$ cat config.mk
export PLATFORM = sky130hd
export DESIGN_NAME = ili9341_spi_receiver
export DESIGN_NICKNAME = d
export VERILOG_FILES = /design/src/rtl/ili9341_spi_receiver.sv
export SDC_FILE = /design/constraint.sdc
export NUM_CORES = 1
export LEC_CHECK = 0
export CORE_UTILIZATION = 61
export DETAILED_ROUTE_END_ITERATION = 10
export PLACE_DENSITY = 0.82
export SKIP_CTS_REPAIR_TIMING = 1
export SYNTH_ARGS = -nofsm -noshare
export SYNTH_HDL_FRONTEND = slang
export SYNTH_SLANG_ARGS = --single-unit
$ cat constraint.sdc
create_clock -name clk -period 5.6 [get_ports clk]
set_clock_uncertainty 0.15 [all_clocks]
set_input_delay 1.12 -clock clk [delete_from_list [all_inputs] [get_ports clk]]
set_output_delay 1.12 -clock clk [all_outputs]
set_load 0.02 [all_outputs]
$ cat src/rtl/ili9341_spi_receiver.sv
// ILI9341 4-wire SPI slave decoder: oversamples SCK/MOSI/CS/DC, assembles bytes and
// tracks CASET/PASET windows to emit one strobe per RAMWR RGB565 pixel with its coordinate.
module ili9341_spi_receiver #(
  parameter int unsigned H_RES       = 240,
  parameter int unsigned V_RES       = 320,
  parameter int unsigned COORD_W     = 9,
  parameter int unsigned SYNC_STAGES = 2
) (
  input  logic               clk,
  input  logic               rst,
  input  logic               spi_sck,
  input  logic               spi_mosi,
  input  logic               spi_cs,
  input  logic               spi_dc,
  output logic               cmd_valid,
  output logic [7:0]         cmd_code,
  output logic               pixel_valid,
  output logic [15:0]        pixel_data,
  output logic [COORD_W-1:0] pixel_x,
  output logic [COORD_W-1:0] pixel_y,
  output logic               frame_done
);

  localparam logic [COORD_W-1:0] EcRst = COORD_W'(H_RES - 1);
  localparam logic [COORD_W-1:0] EpRst = COORD_W'(V_RES - 1);

  typedef enum logic [2:0] {StIdle, StCaset, StPaset, StRamwr, StOther} state_e;

  // Input synchronizers
  logic [SYNC_STAGES-1:0] sck_sync_q, mosi_sync_q, cs_sync_q, dc_sync_q;
  logic sck_s, mosi_s, cs_s, dc_s, sck_prev_q, sck_rise;

  always_ff @(posedge clk or negedge rst) begin
    if (!rst) begin
      sck_sync_q  <= '0;
      mosi_sync_q <= '0;
      cs_sync_q   <= '0;
      dc_sync_q   <= '0;
      sck_prev_q  <= 1'b0;
    end else begin
      sck_sync_q  <= {sck_sync_q[SYNC_STAGES-2:0], spi_sck};
      mosi_sync_q <= {mosi_sync_q[SYNC_STAGES-2:0], spi_mosi};
      cs_sync_q   <= {cs_sync_q[SYNC_STAGES-2:0], spi_cs};
      dc_sync_q   <= {dc_sync_q[SYNC_STAGES-2:0], spi_dc};
      sck_prev_q  <= sck_s;
    end
  end

  assign sck_s    = sck_sync_q[SYNC_STAGES-1];
  assign mosi_s   = mosi_sync_q[SYNC_STAGES-1];
  assign cs_s     = cs_sync_q[SYNC_STAGES-1];
  assign dc_s     = dc_sync_q[SYNC_STAGES-1];
  assign sck_rise = sck_s & ~sck_prev_q;

  // Byte assembly; a CS-high cycle discards any partial byte
  logic [2:0] bit_cnt_q;
  logic [6:0] shift_q;
  logic [7:0] byte_q;
  logic       byte_dc_q, byte_valid_q;

  always_ff @(posedge clk or negedge rst) begin
    if (!rst) begin
      bit_cnt_q    <= '0;
      shift_q      <= '0;
      byte_q       <= '0;
      byte_dc_q    <= 1'b0;
      byte_valid_q <= 1'b0;
    end else begin
      byte_valid_q <= 1'b0;
      if (cs_s) begin
        bit_cnt_q <= '0;
      end else if (sck_rise) begin
        shift_q   <= {shift_q[5:0], mosi_s};
        bit_cnt_q <= bit_cnt_q + 3'd1;
        if (bit_cnt_q == 3'd7) begin
          byte_q       <= {shift_q, mosi_s};
          byte_dc_q    <= dc_s;
          byte_valid_q <= 1'b1;
        end
      end
    end
  end

  // Decoder state
  state_e             state_q, state_d;
  logic [1:0]         idx_q, idx_d;
  logic [7:0]         par0_q, par0_d, par1_q, par1_d, par2_q, par2_d;
  logic [COORD_W-1:0] sc_q, sc_d, ec_q, ec_d, sp_q, sp_d, ep_q, ep_d;
  logic [COORD_W-1:0] x_q, x_d, y_q, y_d;
  logic               hi_flag_q, hi_flag_d;
  logic [7:0]         hi_byte_q, hi_byte_d;
  logic               cmd_valid_q, cmd_valid_d, pixel_valid_q, pixel_valid_d;
  logic               frame_done_q, frame_done_d;
  logic [7:0]         cmd_code_q, cmd_code_d;
  logic [15:0]        pixel_data_q, pixel_data_d;
  logic [COORD_W-1:0] pixel_x_q, pixel_x_d, pixel_y_q, pixel_y_d;

  always_ff @(posedge clk or negedge rst) begin
    if (!rst) begin
      state_q       <= StIdle;
      idx_q         <= '0;
      par0_q        <= '0;
      par1_q        <= '0;
      par2_q        <= '0;
      sc_q          <= '0;
      ec_q          <= EcRst;
      sp_q          <= '0;
      ep_q          <= EpRst;
      x_q           <= '0;
      y_q           <= '0;
      hi_flag_q     <= 1'b0;
      hi_byte_q     <= '0;
      cmd_valid_q   <= 1'b0;
      cmd_code_q    <= '0;
      pixel_valid_q <= 1'b0;
      pixel_data_q  <= '0;
      pixel_x_q     <= '0;
      pixel_y_q     <= '0;
      frame_done_q  <= 1'b0;
    end else begin
      state_q       <= state_d;
      idx_q         <= idx_d;
      par0_q        <= par0_d;
      par1_q        <= par1_d;
      par2_q        <= par2_d;
      sc_q          <= sc_d;
      ec_q          <= ec_d;
      sp_q          <= sp_d;
      ep_q          <= ep_d;
      x_q           <= x_d;
      y_q           <= y_d;
      hi_flag_q     <= hi_flag_d;
      hi_byte_q     <= hi_byte_d;
      cmd_valid_q   <= cmd_valid_d;
      cmd_code_q    <= cmd_code_d;
      pixel_valid_q <= pixel_valid_d;
      pixel_data_q  <= pixel_data_d;
      pixel_x_q     <= pixel_x_d;
      pixel_y_q     <= pixel_y_d;
      frame_done_q  <= frame_done_d;
    end
  end

  // Window commit values from the four collected parameter bytes
  logic [15:0]        par_start, par_end;
  logic [COORD_W-1:0] new_start, new_end;

  always_comb begin
    par_start = {par0_q, par1_q};
    par_end   = {par2_q, byte_q};
    new_start = par_start[COORD_W-1:0];
    new_end   = par_end[COORD_W-1:0];
    if (new_end < new_start) new_end = new_start;
  end

  always_comb begin
    state_d       = state_q;
    idx_d         = idx_q;
    par0_d        = par0_q;
    par1_d        = par1_q;
    par2_d        = par2_q;
    sc_d          = sc_q;
    ec_d          = ec_q;
    sp_d          = sp_q;
    ep_d          = ep_q;
    x_d           = x_q;
    y_d           = y_q;
    hi_flag_d     = hi_flag_q;
    hi_byte_d     = hi_byte_q;
    cmd_valid_d   = 1'b0;
    cmd_code_d    = cmd_code_q;
    pixel_valid_d = 1'b0;
    pixel_data_d  = pixel_data_q;
    pixel_x_d     = pixel_x_q;
    pixel_y_d     = pixel_y_q;
    frame_done_d  = 1'b0;

    if (byte_valid_q && !byte_dc_q) begin
      cmd_valid_d = 1'b1;
      cmd_code_d  = byte_q;
      idx_d       = '0;
      unique case (byte_q)
        8'h2A:   state_d = StCaset;
        8'h2B:   state_d = StPaset;
        8'h2C: begin
          state_d   = StRamwr;
          x_d       = sc_q;
          y_d       = sp_q;
          hi_flag_d = 1'b0;
        end
        default: state_d = StOther;
      endcase
    end else if (byte_valid_q) begin
      unique case (state_q)
        StCaset, StPaset: begin
          idx_d = idx_q + 2'd1;
          unique case (idx_q)
            2'd0: par0_d = byte_q;
            2'd1: par1_d = byte_q;
            2'd2: par2_d = byte_q;
            default: begin
              state_d = StIdle;
              if (state_q == StCaset) begin
                sc_d = new_start;
                ec_d = new_end;
              end else begin
                sp_d = new_start;
                ep_d = new_end;
              end
            end
          endcase
        end
        StRamwr: begin
          if (!hi_flag_q) begin
            hi_byte_d = byte_q;
            hi_flag_d = 1'b1;
          end else begin
            hi_flag_d     = 1'b0;
            pixel_valid_d = 1'b1;
            pixel_data_d  = {hi_byte_q, byte_q};
            pixel_x_d     = x_q;
            pixel_y_d     = y_q;
            if (x_q == ec_q) begin
              x_d = sc_q;
              if (y_q == ep_q) begin
                y_d          = sp_q;
                frame_done_d = 1'b1;
              end else begin
                y_d = y_q + COORD_W'(1);
              end
            end else begin
              x_d = x_q + COORD_W'(1);
            end
          end
        end
        default: ;
      endcase
    end
  end

  assign cmd_valid   = cmd_valid_q;
  assign cmd_code    = cmd_code_q;
  assign pixel_valid = pixel_valid_q;
  assign pixel_data  = pixel_data_q;
  assign pixel_x     = pixel_x_q;
  assign pixel_y     = pixel_y_q;
  assign frame_done  = frame_done_q;

endmodule

Word level (Yosys, flattened, before mapping)
Index checks and enable logic that the tools add are counted.
- flip-flop bits (word level): 152
- latch bits: 0
- memory bits (writable): 0
- memory bits (read-only): 0
- bits of input ports: 6
- output and inout bits: 45
- logic and storage cells: 123
- memories: 0
- add/sub/neg operators: 4
- multiply operators: 0
- div/mod/pow operators: 0
- order comparisons: 1
- equal/unequal tests: 13
- shifts and indexed selects: 0
- muxes and demuxes: 43
- bitwise gates (word level): 7
- reduce and logical (&&, ||, !) cells: 25
- operators by type and width (operator ; number):
    $mux W9 ; 14
    $eq A8 B6 Y1 const B ; 3
    $reduce_and A4 Y1 ; 6
    $mux W1 ; 19
    $add A9 B1 Y9 const B ; 2
    $eq A9 B9 Y1 ; 2
    $mux W3 ; 6
    $reduce_and A5 Y1 ; 3
    $reduce_bool A2 Y1 ; 6
    $lt A9 B9 Y1 ; 1
    $pmux W3 S3 ; 1
    $reduce_and A3 Y1 ; 3
    $eq A3 B2 Y1 const B ; 2
    $mux W2 ; 3
    $not A1 Y1 ; 6
    $ne A2 B1 Y1 const B ; 2
    $reduce_and A2 Y1 ; 2
    $add A3 B1 Y3 const B ; 1
    $eq A3 B1 Y1 const B ; 1
    $eq A3 B3 Y1 const B ; 1
    $reduce_or A3 Y1 ; 1
    $add A2 B1 Y2 const B ; 1
    $eq A2 B1 Y1 const B ; 1
    $eq A2 B2 Y1 const B ; 1
    5 further kinds ; 5

Depth between registers and ports, before layout
Gate-level depths: netlist of the first run.
- depth in word-level cells: 7
- mapped depth: 9
- mapped depth without buffers: 7

Worst setup path before layout of the first run
No wires, ideal clock.
- path kind: reg-to-reg
- start: register byte_q[7]
- end: register ec_q[4]
- data arrival time: 2020 ps
- slack: 3296 ps
- cell stages (with the launch flop): 9
- clock period less this slack: 2304 ps
- cells stage by stage: dfrtp_1 -> ha_1 -> and3_1 -> a21o_1 -> a211oi_4 -> o21a_1 -> buf_4 -> buf_4 -> o211ai_1
- word-level cells in the longest chain between the ends: 2
- RTL lines (what ; RTL line ; RTL):
    from (decl) ; 58 ; logic [7:0] byte_q;
    from (signal assigned) ; 76 ; byte_q <= {shift_q, mosi_s};
    $lt A9 B9 Y1 ; 153 ; if (new_end < new_start) new_end = new_start;
    $mux W9 ; 153 ;
    to (signal assigned) ; 106 ; ec_q <= EcRst;
    to (decl) ; 88 ; logic [COORD_W-1:0] sc_q, sc_d, ec_q, ec_d, sp_q, sp_d, ep_q, ep_d;
Every way passes these cells.
A chain may end at the register's enable or synchronous reset.

Worst setup path after layout of the first run
- start: register byte_q[7]
- end: register ep_q[6]
- word-level cells in the longest chain between the ends: 2
- RTL lines (what ; RTL line ; RTL):
    $lt A9 B9 Y1 ; 153 ;
    $mux W9 ; 153 ;
    to (signal assigned) ; 108 ; ep_q <= EpRst;
    to (signal assigned) ; 129 ; ep_q <= ep_d;
    to (decl) ; 88 ;
Every way passes these cells.

==> results of run 1 <==
==> cells in the final DEF (no fill, tap or decap), types with 2 or more instances in the layout <==
cell             instances
dfrtp_1                138
nand2_1                122
mux2_2                  56
clkdlybuf4s50_1         49
o21ai_0                 48
inv_1                   28
xnor2_1                 20
o211ai_1                19
o2111ai_1               18
mux2i_1                 17
clkbuf_16               17
ha_1                    16
a22oi_1                 14
dfstp_2                 14
nand3_1                 10
nor2_1                   9
and3_1                   9
nand4_1                  6
clkinvlp_4               5
clkinv_4                 5
nand2b_1                 4
and2_1                   4
inv_6                    4
nor4_1                   3
a21oi_1                  3
o21ai_1                  3
nand3_2                  2
or3_1                    2
a21o_1                   2
a211oi_4                 2
o21a_1                   2
nor2b_1                  2
o31ai_4                  2
a22o_1                   2
==> flip-flops by register name, indices dropped and copies added (netlist names), 9 cells and up <==
| name | flops |
|---|---|
| pixel_y | 9 |
| sp_q | 9 |
| y_q | 9 |
| pixel_data | 16 |
| ep_q | 9 |
| x_q | 9 |
| ec_q | 9 |
| pixel_x | 9 |
| sc_q | 9 |
==> cell usage after synthesis (2+ instances only) <==
master	n
nand3_1	11
o21ai_1	3
inv_1	28
dfstp_2	14
o31ai_4	2
nor4_1	3
a22o_1	2
dfrtp_1	138
xnor2_1	20
mux2_2	56
o211ai_1	19
ha_1	16
nand4_1	6
o2111ai_1	18
a22oi_1	14
o21ai_0	48
nand2b_1	4
a211oi_4	2
a21oi_1	3
buf_2	11
buf_4	6
nand2_1	122
clkbuf_1	15
or3_1	2
mux2i_1	17
and2_1	4
nor2b_1	2
a21o_1	2
and3_1	9
o21a_1	2
nor2_1	9
==> cells by family after synthesis <==
| group | after synthesis |
|---|---|
| and+or+nand+nor | 185 |
| DFF | 152 |
| adders and majority gates | 16 |
| muxes | 73 |
| buffers and inverters | 61 |
| AOI/OAI and AO/OA | 118 |
| xor gates and xnor gates | 21 |
==> power by group <==
part           leakage [nW]  internal (mW)  switching (mW)
clock network         0.263          0.618           0.470
logic                  1.37         0.0209          0.0287
registers              2.04           1.12          0.0162
==> per-stage QoR <==
stage | utilization, % | hold slack (ns)
after floorplan | - | 0.181
after detailed placement | 68.4 | 0.185
after global placement | 68.4 | 0.182
after global routing | 73.6 | 0.202
after CTS | 73.6 | 0.201
final | 73.6 | 0.200
==> layer usage <==
layer / wire [µm] / GRT usage (%)
met1: 6140 / 33.7
met2: 7420 / 46.8
met4: 369 / 11.1
met5: 0 / 0
met3: 758 / 7.41
==> area by class of cell <==
cell class / count / area [µm²]
sequential: 152 / 3820
multi-input combinational: 413 / 2900
fill: 789 / 2900
timing repair buffer: 51 / 509
clock buffer: 17 / 425
tap: 140 / 175
clock inverter: 15 / 146
inverter: 28 / 105
==> how the worst min path moves through the flow <==
| stage | start | end | cells past startpoint |
|---|---|---|---|
| floorplan | cs_sync_q[0] | cs_sync_q[1] | 0 |
| global placement | sck_sync_q[0] | sck_sync_q[1] | 0 |
| detailed placement | cs_sync_q[0] | cs_sync_q[1] | 0 |
| CTS | cs_sync_q[0] | cs_sync_q[1] | 0 |
| global route | cs_sync_q[0] | cs_sync_q[1] | 0 |
| finish | dc_sync_q[0] | dc_sync_q[1] | 0 |
==> results.txt, run 1 <==
----------------------------------------------------
[Outcome]
  Status ... complete, no violations

[Synth]
  Adder-cell share of the synthesized area ... 2.86%
  Synthesized netlist cell count ... 626
  Basic-gate share of the synthesized area counting and, or, nand and nor cells ... 12.3%
  Number of enable flip-flop cells after synthesis ... 0
  Combinational family with the most area after synthesis ... simple AND/OR/NAND/NOR gates
  Synth Area in Compound Gates ... 12.2%
  Post-synthesis cell type with the largest combined area ... dfrtp_1
  Top-area cell type share of the netlist area ... 49.4%
  Count of cell types in the netlist ... 49
  YS warnings ... 0
  Synth area leaders ... dfrtp_1 49%, mux2_2 9.0%, nand2_1 6.5%, dfstp_2 5.3%, o21ai_0 3.4%
  Share of synthesized flip-flops with an asynchronous set or reset ... 100%
  Yosys reg bits ... 152
  Share of the synthesized netlist area taken by xor and xnor gates ... 2.63%
  Synth Cell Area ... 6990 µm²
  Post-synthesis sequential area ratio ... 54.6%
  Post-synthesis net count ... 648
  Post-synthesis average cell area ... 11.2 µm²
  Share of synthesized area spent on multiplexers ... 11.5%
  Primary flip-flop cell chosen by synthesis mapping ... dfrtp_1

[Die]
  Placeable core area ... 11000 µm²
  Top-Level Pins ... 51
  Initial cell density of the core ... 63.7%
  Core Rows ... 38
  Die X-Extent ... 109 µm
  Die Y ... 109 µm
  Die area ... 11900 µm²

[Critical path]
  Worst setup startpoint ... byte_q[7]
  Critical path depth in cells ... 6
  Peak fanout along the critical path ... 19
  Crit path to ... ep_q[6]
  Internal reg-to-reg setup slack ... 2.60 ns
  Endpoint required time on the critical path ... 5.72 ns
  Arrival @ worst endpoint ... 3.12 ns
  CP Buf/Inv Count ... 0
  Crit path launch type ... flop
  Sequence of cells on the critical path ... ha_1, and3_1, a21o_1, a211oi_4, o21a_1, o211ai_1
  Setup CP Type ... flop to flop
  Reg2Reg Launch Point ... byte_q[7]
  Master of the slowest instance on the critical path ... a211oi_4
  Critical Path Max Stage Delay ... 0.64 ns
  Register-to-Register Path Depth ... 6
  Critical path endpoint category ... flop
  Family of cells with the greatest summed delay on the critical path ... compound AO/OA/AOI/OAI gates
  Destination of the worst register-to-register timing path ... ep_q[6]

[Clock tree]
  Count of H-tree levels built during CTS ... 4
  Clock tree buffer depth ... 2
  Insertion delay of the later-clocked pin in the worst-skew pair ... 0.42 ns
  Number of sinks handled by clock tree synthesis ... 152
  Clock buffers created by TritonCTS ... 17
  Clock tree from TritonCTS ... yes
  Cell at the root of the clock tree ... clkbuf_16
  Clock-pin slew reported for the worst setup and hold paths after clock tree synthesis ... 0.06 ns

[Placed design]
  Placed cell count ... 784
  IO buf count ... 50
  Cell area after placement ... 7510 µm²
  Placed wire-length estimate ... 9.90 mm
  Worst setup slack before clock tree synthesis ... 2.67 ns
  RePlAce Congestion ... 0.848

[GRT]
  Maximum number of pins on one net before global-route repair ... 99
  Total grt overflow ... 0
  Vias in the first global route ... 4860
  Wire length of the first global-routing pass ... 24.4 mm
  Initial antenna violation count ... 0
  GRT Resource Usage Total ... 27.7%

[Route]
  Mean routed wirelength per cell ... 18.0 µm
  Total Wirelength ... 14.7 mm
  Vias/cell ... 5.98
  Detailed-router iteration count before antenna repair ... 5
  Total via count after detailed routing ... 4879
  DRC violation count after routing ... 0
  Number of design-rule violations left by the first detailed-router iteration ... 326
  Number of routed nets with antenna violations ... 0

[STA]
  Total count of hold-check failures in the final report ... 0
  Highest clock rate ... 0.334 GHz
  Final max-slew violation count ... 0
  Time the worst path needs with I/O delays and setup ... 3.00 ns
  Setup TNS after final layout ... 0 ns
  Number of endpoints failing setup at the final stage ... 0
  Worst setup margin ... 2.60 ns
  Relative slew margins ... 28.3%
  Setup repair after global routing missed its margin ... no
  Worst Tran Pin Value ... 1.07 ns
  Portion of the clock cycle consumed by the worst path in the final layout ... 53.5%

[Layout]
  Fraction of final layout cells with drive strength greater than 1 ... 17.5%
  Layout-stage area growth over the synthesis result ... 15.6%
  Layout net count ... 685
  Antenna Diode Count ... 0
  Final cell area excluding filler cells ... 8090 µm²
  Final cell count without fillers ... 816

[Worst hold path]
  Worst Hold Class ... flop to flop

[Pwr]
  Worst vdd ir ... 0.277 mV
  Pwr Total ... 2.28 mW
  Pwr Density ... 282 nW/µm²
  Leakage component of the power ... 3.67 nW

[Flow run]
  Max-cap check violation count ... 0

----------------------------------------------------
Note: power is estimated with default switching activity, not from simulation.
==> run 2, diff against run 1 <==
--- a/config.mk
+++ b/config.mk
@@ -5,9 +5,9 @@
 export SDC_FILE = /design/constraint.sdc
 export NUM_CORES = 1
 export LEC_CHECK = 0
-export CORE_UTILIZATION = 61
+export CORE_UTILIZATION = 59
 export DETAILED_ROUTE_END_ITERATION = 10
-export PLACE_DENSITY = 0.82
+export PLACE_DENSITY = 0.8
 export SKIP_CTS_REPAIR_TIMING = 1
 export SYNTH_ARGS = -nofsm -noshare
 export SYNTH_HDL_FRONTEND = slang
==> constraint.sdc (replaced) <==
create_clock -name clk -period 2.9 [get_ports clk]
set_clock_uncertainty 0.15 [all_clocks]
set_input_delay 0.58 -clock clk [delete_from_list [all_inputs] [get_ports clk]]
set_output_delay 0.58 -clock clk [all_outputs]
set_load 0.02 [all_outputs]
==> run 2 against run 1 <==
Compared with the run above:
- sequential power rose by 94%
- final area grew 3.2%
- non-clock buffer count grew 19
- critical endpoint is now ep_q[7]
- highest routed layer unchanged
==> results.txt, run 2 (same netlist as run 1, synthesis figures left out) <==
----------------------------------------------------
[Outcome]
  Status ... complete, no violations

[Layout]
  Max reg flops ... 16 (unchanged)
  Fraction of final layout cells with drive strength greater than 1 ... 19.3% (+1.8 points)
  Most common library cell in the layout ignoring fill and taps ... dfrtp_1
  Most frequent cells in the layout ... 138 x dfrtp_1, 122 x nand2_1, 56 x mux2_2
  Final cell area excluding filler cells ... 8350 µm² (+3.2%)
  Antenna Diode Count ... 0 (unchanged)
  Layout-stage area growth over the synthesis result ... 19.4%
  Final core occ ... 72.8% (-0.84 points)
  Layout net count ... 704 (+2.8%)
  Final cell count without fillers ... 838 (+2.7%)

[Critical path]
  Destination of the worst register-to-register timing path ... ep_q[7]
  Arrival @ worst endpoint ... 2.67 ns (-0.45 ns)
  Endpoint required time on the critical path ... 3.01 ns (-2.71 ns)
  Peak fanout along the critical path ... 18 (-1)
  Crit path launch type ... flop
  Master of the slowest instance on the critical path ... o21a_1
  Reg2Reg Launch Point ... par1_q[7]
  Critical path endpoint category ... flop
  Internal reg-to-reg setup slack ... 0.34 ns (-2.26 ns)
  Setup CP Type ... flop to flop
  Register-to-Register Path Depth ... 7 (+1)
  Sequence of cells on the critical path ... inv_1, ha_1, and3_1, a21o_1, a211oi_4, o21a_1, o211ai_1
  Crit path to ... ep_q[7]
  Critical Path Max Stage Delay ... 0.62 ns (-0.02 ns)
  Worst setup startpoint ... par1_q[7]

[Clock tree]
  Count of H-tree levels built during CTS ... 4 (unchanged)
  Insertion delay of the later-clocked pin in the worst-skew pair ... 0.42 ns (about the same)
  Number of sinks handled by clock tree synthesis ... 152 (unchanged)
  Clock-pin slew reported for the worst setup and hold paths after clock tree synthesis ... 0.06 ns (about the same)
  Clock tree buffer depth ... 2 (unchanged)
  Clock buffers created by TritonCTS ... 17 (unchanged)
  Clock tree from TritonCTS ... yes
  Cell at the root of the clock tree ... clkbuf_16

[GRT]
  GRT Resource Usage Total ... 27.4% (-0.36 points)
  Vias in the first global route ... 5257 (+8.2%)
  Wire length of the first global-routing pass ... 26.3 mm (+7.7%)
  Maximum number of pins on one net before global-route repair ... 73 (-26%)
  Initial antenna violation count ... 0 (unchanged)
  Total grt overflow ... 0 (unchanged)

[STA]
  Setup TNS after final layout ... 0 ns (unchanged)
  Portion of the clock cycle consumed by the worst path in the final layout ... 88.2% (+35 points)
  Number of endpoints failing setup at the final stage ... 0 (unchanged)
  Worst setup margin ... 0.342 ns (-2.26 ns)
  Worst Tran Pin Value ... 0.843 ns (-0.230 ns)
  Relative slew margins ... 43.8% (+16 points)
  Worst hold slack after final layout ... 0.0365 ns (-0.164 ns)
  Final max-slew violation count ... 0 (unchanged)
  Highest clock rate ... 0.391 GHz (+17%)
  Total count of hold-check failures in the final report ... 0 (unchanged)
  Time the worst path needs with I/O delays and setup ... 2.56 ns (-0.439 ns)
  Setup repair after global routing missed its margin ... no

[Pwr]
  Pwr Total ... 4.80 mW (+110%)
  Worst vdd ir ... 0.533 mV (+92%)
  Leakage component of the power ... 3.84 nW (+4.5%)
  Pwr Density ... 575 nW/µm² (+100%)

[Route]
  Number of routed nets with antenna violations ... 0 (unchanged)
  Total Wirelength ... 15.5 mm (+5.7%)
  Total via count after detailed routing ... 4995 (+2.4%)
  Vias/cell ... 5.96 (-0.31%)
  Number of design-rule violations left by the first detailed-router iteration ... 400 (+23%)
  DRC violation count after routing ... 0 (unchanged)
  Mean routed wirelength per cell ... 18.5 µm (+3.0%)
  Detailed-router iteration count before antenna repair ... 5 (unchanged)

[Placed design]
  Worst setup slack before clock tree synthesis ... 0.399 ns (-2.27 ns)
  Placed cell count ... 806 (+2.8%)
  Placed wire-length estimate ... 10.1 mm (+2.5%)
  Cell area after placement ... 7670 µm² (+2.1%)
  RePlAce Congestion ... 0.908 (+7.1%)
  IO buf count ... 50 (unchanged)

[Die]
  Placeable core area ... 11500 µm² (+4.4%)
  Die area ... 12300 µm² (+3.3%)
  Top-Level Pins ... 51 (unchanged)
  Initial cell density of the core ... 61.0% (-2.7 points)
  Die Y ... 111 µm (+1.7%)
  Core Rows ... 39 (+2.6%)
  Die X-Extent ... 111 µm (+1.7%)

[Worst hold path]
  Worst Hold Class ... primary input to async pin

[Flow run]
  Max-cap check violation count ... 0 (unchanged)

----------------------------------------------------
## run 2: worst min-delay path by stage
stage	from	end	slack, ns	depth (start not counted)
floorplan	rst	bit_cnt_q[0]	0.13	0
finish	rst	x_q[2]	0.04	1
global placement	mosi_sync_q[0]	mosi_sync_q[1]	0.18	0
global route	rst	pixel_x[2]	0.07	1
detailed placement	sck_sync_q[0]	sck_sync_q[1]	0.19	0
CTS	rst	pixel_x[2]	0.04	1
## run 2: worst max-delay path, delay by kind of cell (launching register included)
kind | cells | cell delay, ns
AO/OA/AOI/OAI | 4 | 1.28
flip-flops | 1 | 0.39
adder cells (fa/ha/maj) | 1 | 0.30
AND/OR/NAND/NOR | 1 | 0.19
buffers and inverters | 1 | 0.08
## run 2: area by class of cell
class	instances	area, µm²
flip-flops and latches	152	3820
fillers	761	3120
multi-input cells	413	2900
repair buffers	70	664
clock buffers	23	478
clock inverters	9	195
well taps	143	179
inverters	28	105
## run 2: power by group
part	switching, mW	internal [mW]
clock network	0.810	1.68
logic	0.0588	0.0447
registers	0.0343	2.17
## run 2: layer usage
metal | GRT usage [%] | part of all wire, %
met5 | 0 | 0
met3 | 6.51 | 5.6
met2 | 43.7 | 49
met4 | 13.2 | 3.0
met1 | 35.3 | 42
==> run 3, diff against run 2 <==
--- a/config.mk
+++ b/config.mk
@@ -5,6 +5,7 @@
 export SDC_FILE = /design/constraint.sdc
 export NUM_CORES = 1
 export LEC_CHECK = 0
+export CORE_MARGIN = 4
 export CORE_UTILIZATION = 59
 export DETAILED_ROUTE_END_ITERATION = 10
 export PLACE_DENSITY = 0.8
==> run 3 against run 2 <==
Compared with the run above:
- final area shrank 1.0%
- flip-flop and latch count is the same
- maximum frequency grew 4.2%
- worst hold slack lost 0.030 ns
- non-clock buffer count is 3 higher
- setup slack better by 0.10 ns
- combinational power about the same
- critical endpoint is now ep_q[6]
==> results.txt, run 3 (same netlist as run 1, synthesis figures left out) <==
----------------------------------------------------
[Clock tree]
  Number of sinks handled by clock tree synthesis ... 152 (unchanged)
  Clock-pin slew reported for the worst setup and hold paths after clock tree synthesis ... 0.06 ns (about the same)
  Cell at the root of the clock tree ... clkbuf_16
  Insertion delay of the later-clocked pin in the worst-skew pair ... 0.43 ns (about the same)
  Clock buffers created by TritonCTS ... 17 (unchanged)
  Count of H-tree levels built during CTS ... 4 (unchanged)
  Clock tree from TritonCTS ... yes
  Clock tree buffer depth ... 2 (unchanged)

[Die]
  Die X-Extent ... 117 µm (+5.4%)
  Core Rows ... 39 (unchanged)
  Initial cell density of the core ... 60.7% (-0.26 points)
  Die Y ... 117 µm (+5.4%)
  Placeable core area ... 11500 µm² (+0.43%)
  Die area ... 13700 µm² (+11%)
  Top-Level Pins ... 51 (unchanged)

[Layout]
  Fill cell instance count of the final layout ... 832 (+9.3%)
  Layout net count ... 707 (+0.43%)
  Layout-stage area growth over the synthesis result ... 18.1%
  Antenna Diode Count ... 0 (unchanged)
  Most common library cell in the layout ignoring fill and taps ... dfrtp_1
  Most frequent cells in the layout ... 138 x dfrtp_1, 122 x nand2_1, 56 x mux2_2
  Fraction of final layout cells with drive strength greater than 1 ... 19.7% (+0.38 points)
  Final core occ ... 71.7% (-1.1 points)
  Max reg flops ... 16 (unchanged)

[Route]
  Total via count after detailed routing ... 4970 (-0.50%)
  Total Wirelength ... 15.5 mm (-0.18%)
  Mean routed wirelength per cell ... 18.5 µm (-0.42%)
  Number of routed nets with antenna violations ... 0 (unchanged)
  Number of design-rule violations left by the first detailed-router iteration ... 353 (-12%)
  Vias/cell ... 5.92 (-0.74%)
  DRC violation count after routing ... 0 (unchanged)
  Detailed-router iteration count before antenna repair ... 5 (unchanged)

[Pwr]
  Worst vdd ir ... 0.385 mV (-28%)
  Pwr Density ... 535 nW/µm² (-6.9%)
  Leakage component of the power ... 3.79 nW (-1.5%)

[STA]
  Total count of hold-check failures in the final report ... 0 (unchanged)
  Relative slew margins ... 45.7% (+1.8 points)
  Setup TNS after final layout ... 0 ns (unchanged)
  Number of endpoints failing setup at the final stage ... 0 (unchanged)
  Time the worst path needs with I/O delays and setup ... 2.46 ns (-0.102 ns)
  Portion of the clock cycle consumed by the worst path in the final layout ... 84.7% (-3.5 points)
  Highest clock rate ... 0.407 GHz (+4.2%)
  Setup repair after global routing missed its margin ... no
  Worst Tran Pin Value ... 0.815 ns (-0.0276 ns)
  Final max-slew violation count ... 0 (unchanged)

[GRT]
  Initial antenna violation count ... 0 (unchanged)
  Total grt overflow ... 0 (unchanged)
  GRT Resource Usage Total ... 24.8% (-2.6 points)
  Wire length of the first global-routing pass ... 25.9 mm (-1.4%)
  Vias in the first global route ... 5081 (-3.3%)
  Maximum number of pins on one net before global-route repair ... 67 (-8.2%)

[Critical path]
  Setup CP Type ... flop to flop
  Reg2Reg Launch Point ... par1_q[6]
  Worst setup startpoint ... par1_q[6]
  Critical path endpoint category ... flop
  Peak fanout along the critical path ... 18 (unchanged)
  Arrival @ worst endpoint ... 2.61 ns (-0.06 ns)
  Endpoint required time on the critical path ... 3.05 ns (+0.04 ns)
  Crit path launch type ... flop

[Flow run]
  Max-cap check violation count ... 0 (unchanged)

[Placed design]
  RePlAce Congestion ... 0.912 (+0.42%)
  Placed wire-length estimate ... 10.8 mm (+6.9%)
  IO buf count ... 50 (unchanged)

[Worst hold path]
  Worst Hold Class ... primary input to async pin

[Outcome]
  Status ... complete, no violations

----------------------------------------------------
[run 3: changes by cell type in the layout (fill, tap and decap cells not counted)]
cell / change
buf_4: +3
clkinv_4: +2
clkbuf_1: -1
clkbuf_8: -3
bufinv_16: -4
clkinvlp_4: +5
[run 3: power by group]
part / leakage [nW] / switching, mW / internal (mW)
Combinational: 1.48 / 0.0566 / 0.0453
Clock: 0.261 / 0.863 / 1.26
Sequential: 2.04 / 0.0314 / 2.17
Total: 3.79 / 0.951 / 3.47
[run 3: worst paths after layout]
check,endpoint,slack [ns],cells after the start
worst min-delay path,pixel_valid,0.006,1
worst max register to register,ep_q[6],0.44,8
worst max-delay path,ep_q[6],0.44,8
min in group clk,sck_sync_q[1],0.20,0
worst min register to register,sck_sync_q[1],0.20,0
max in group asynchronous,ep_q[5],1.84,2
[run 3: worst max-delay path: stages (launching register included)]
cell and delay (ns):
dfrtp_1 0.41, inv_1 0.14, ha_1 0.27, and3_1 0.18
a21o_1 0.21, a211oi_4 0.43, o21a_1 0.18, buf_4 0.23
o211ai_1 0.13
[run 3: area by class of cell]
cell class	instances	area, µm²	share of cell area, %
Sequential cell	152	3820	46.3
Tap cell	143	179	2.17
Timing Repair Buffer	73	687	8.32
Multi-Input combinational cell	413	2900	35.2
Inverter	28	105	1.27
Clock buffer	19	433	5.24
Clock inverter	12	130	1.58
[run 3: per-layer routing]
layer  vias to the layer above  global-route usage, %  wire (µm)
li1                       2311                      -          -
met1                      2487                   32.0       6570
met2                       138                   39.9       7730
met3                        34                   6.02        783
met4                         0                   11.3        421
met5                         -                      0          0
[run 3: metrics by stage]
stage | total power [mW] | setup slack, ns | std cells | hold slack (ns) | area [µm²]
2_1_floorplan | 2.27 | 0.596 | 626 | 0.134 | 6990
6_report | 4.42 | 0.444 | 840 | 0.00626 | 8260
5_1_grt | 4.55 | 0.261 | 840 | 0.0508 | 8260
3_3_place_gp | 2.33 | 0.590 | 809 | 0.184 | 7700
4_1_cts | 4.45 | 0.467 | 840 | 0.0267 | 8260
3_5_place_dp | 2.34 | 0.509 | 809 | 0.186 | 7700
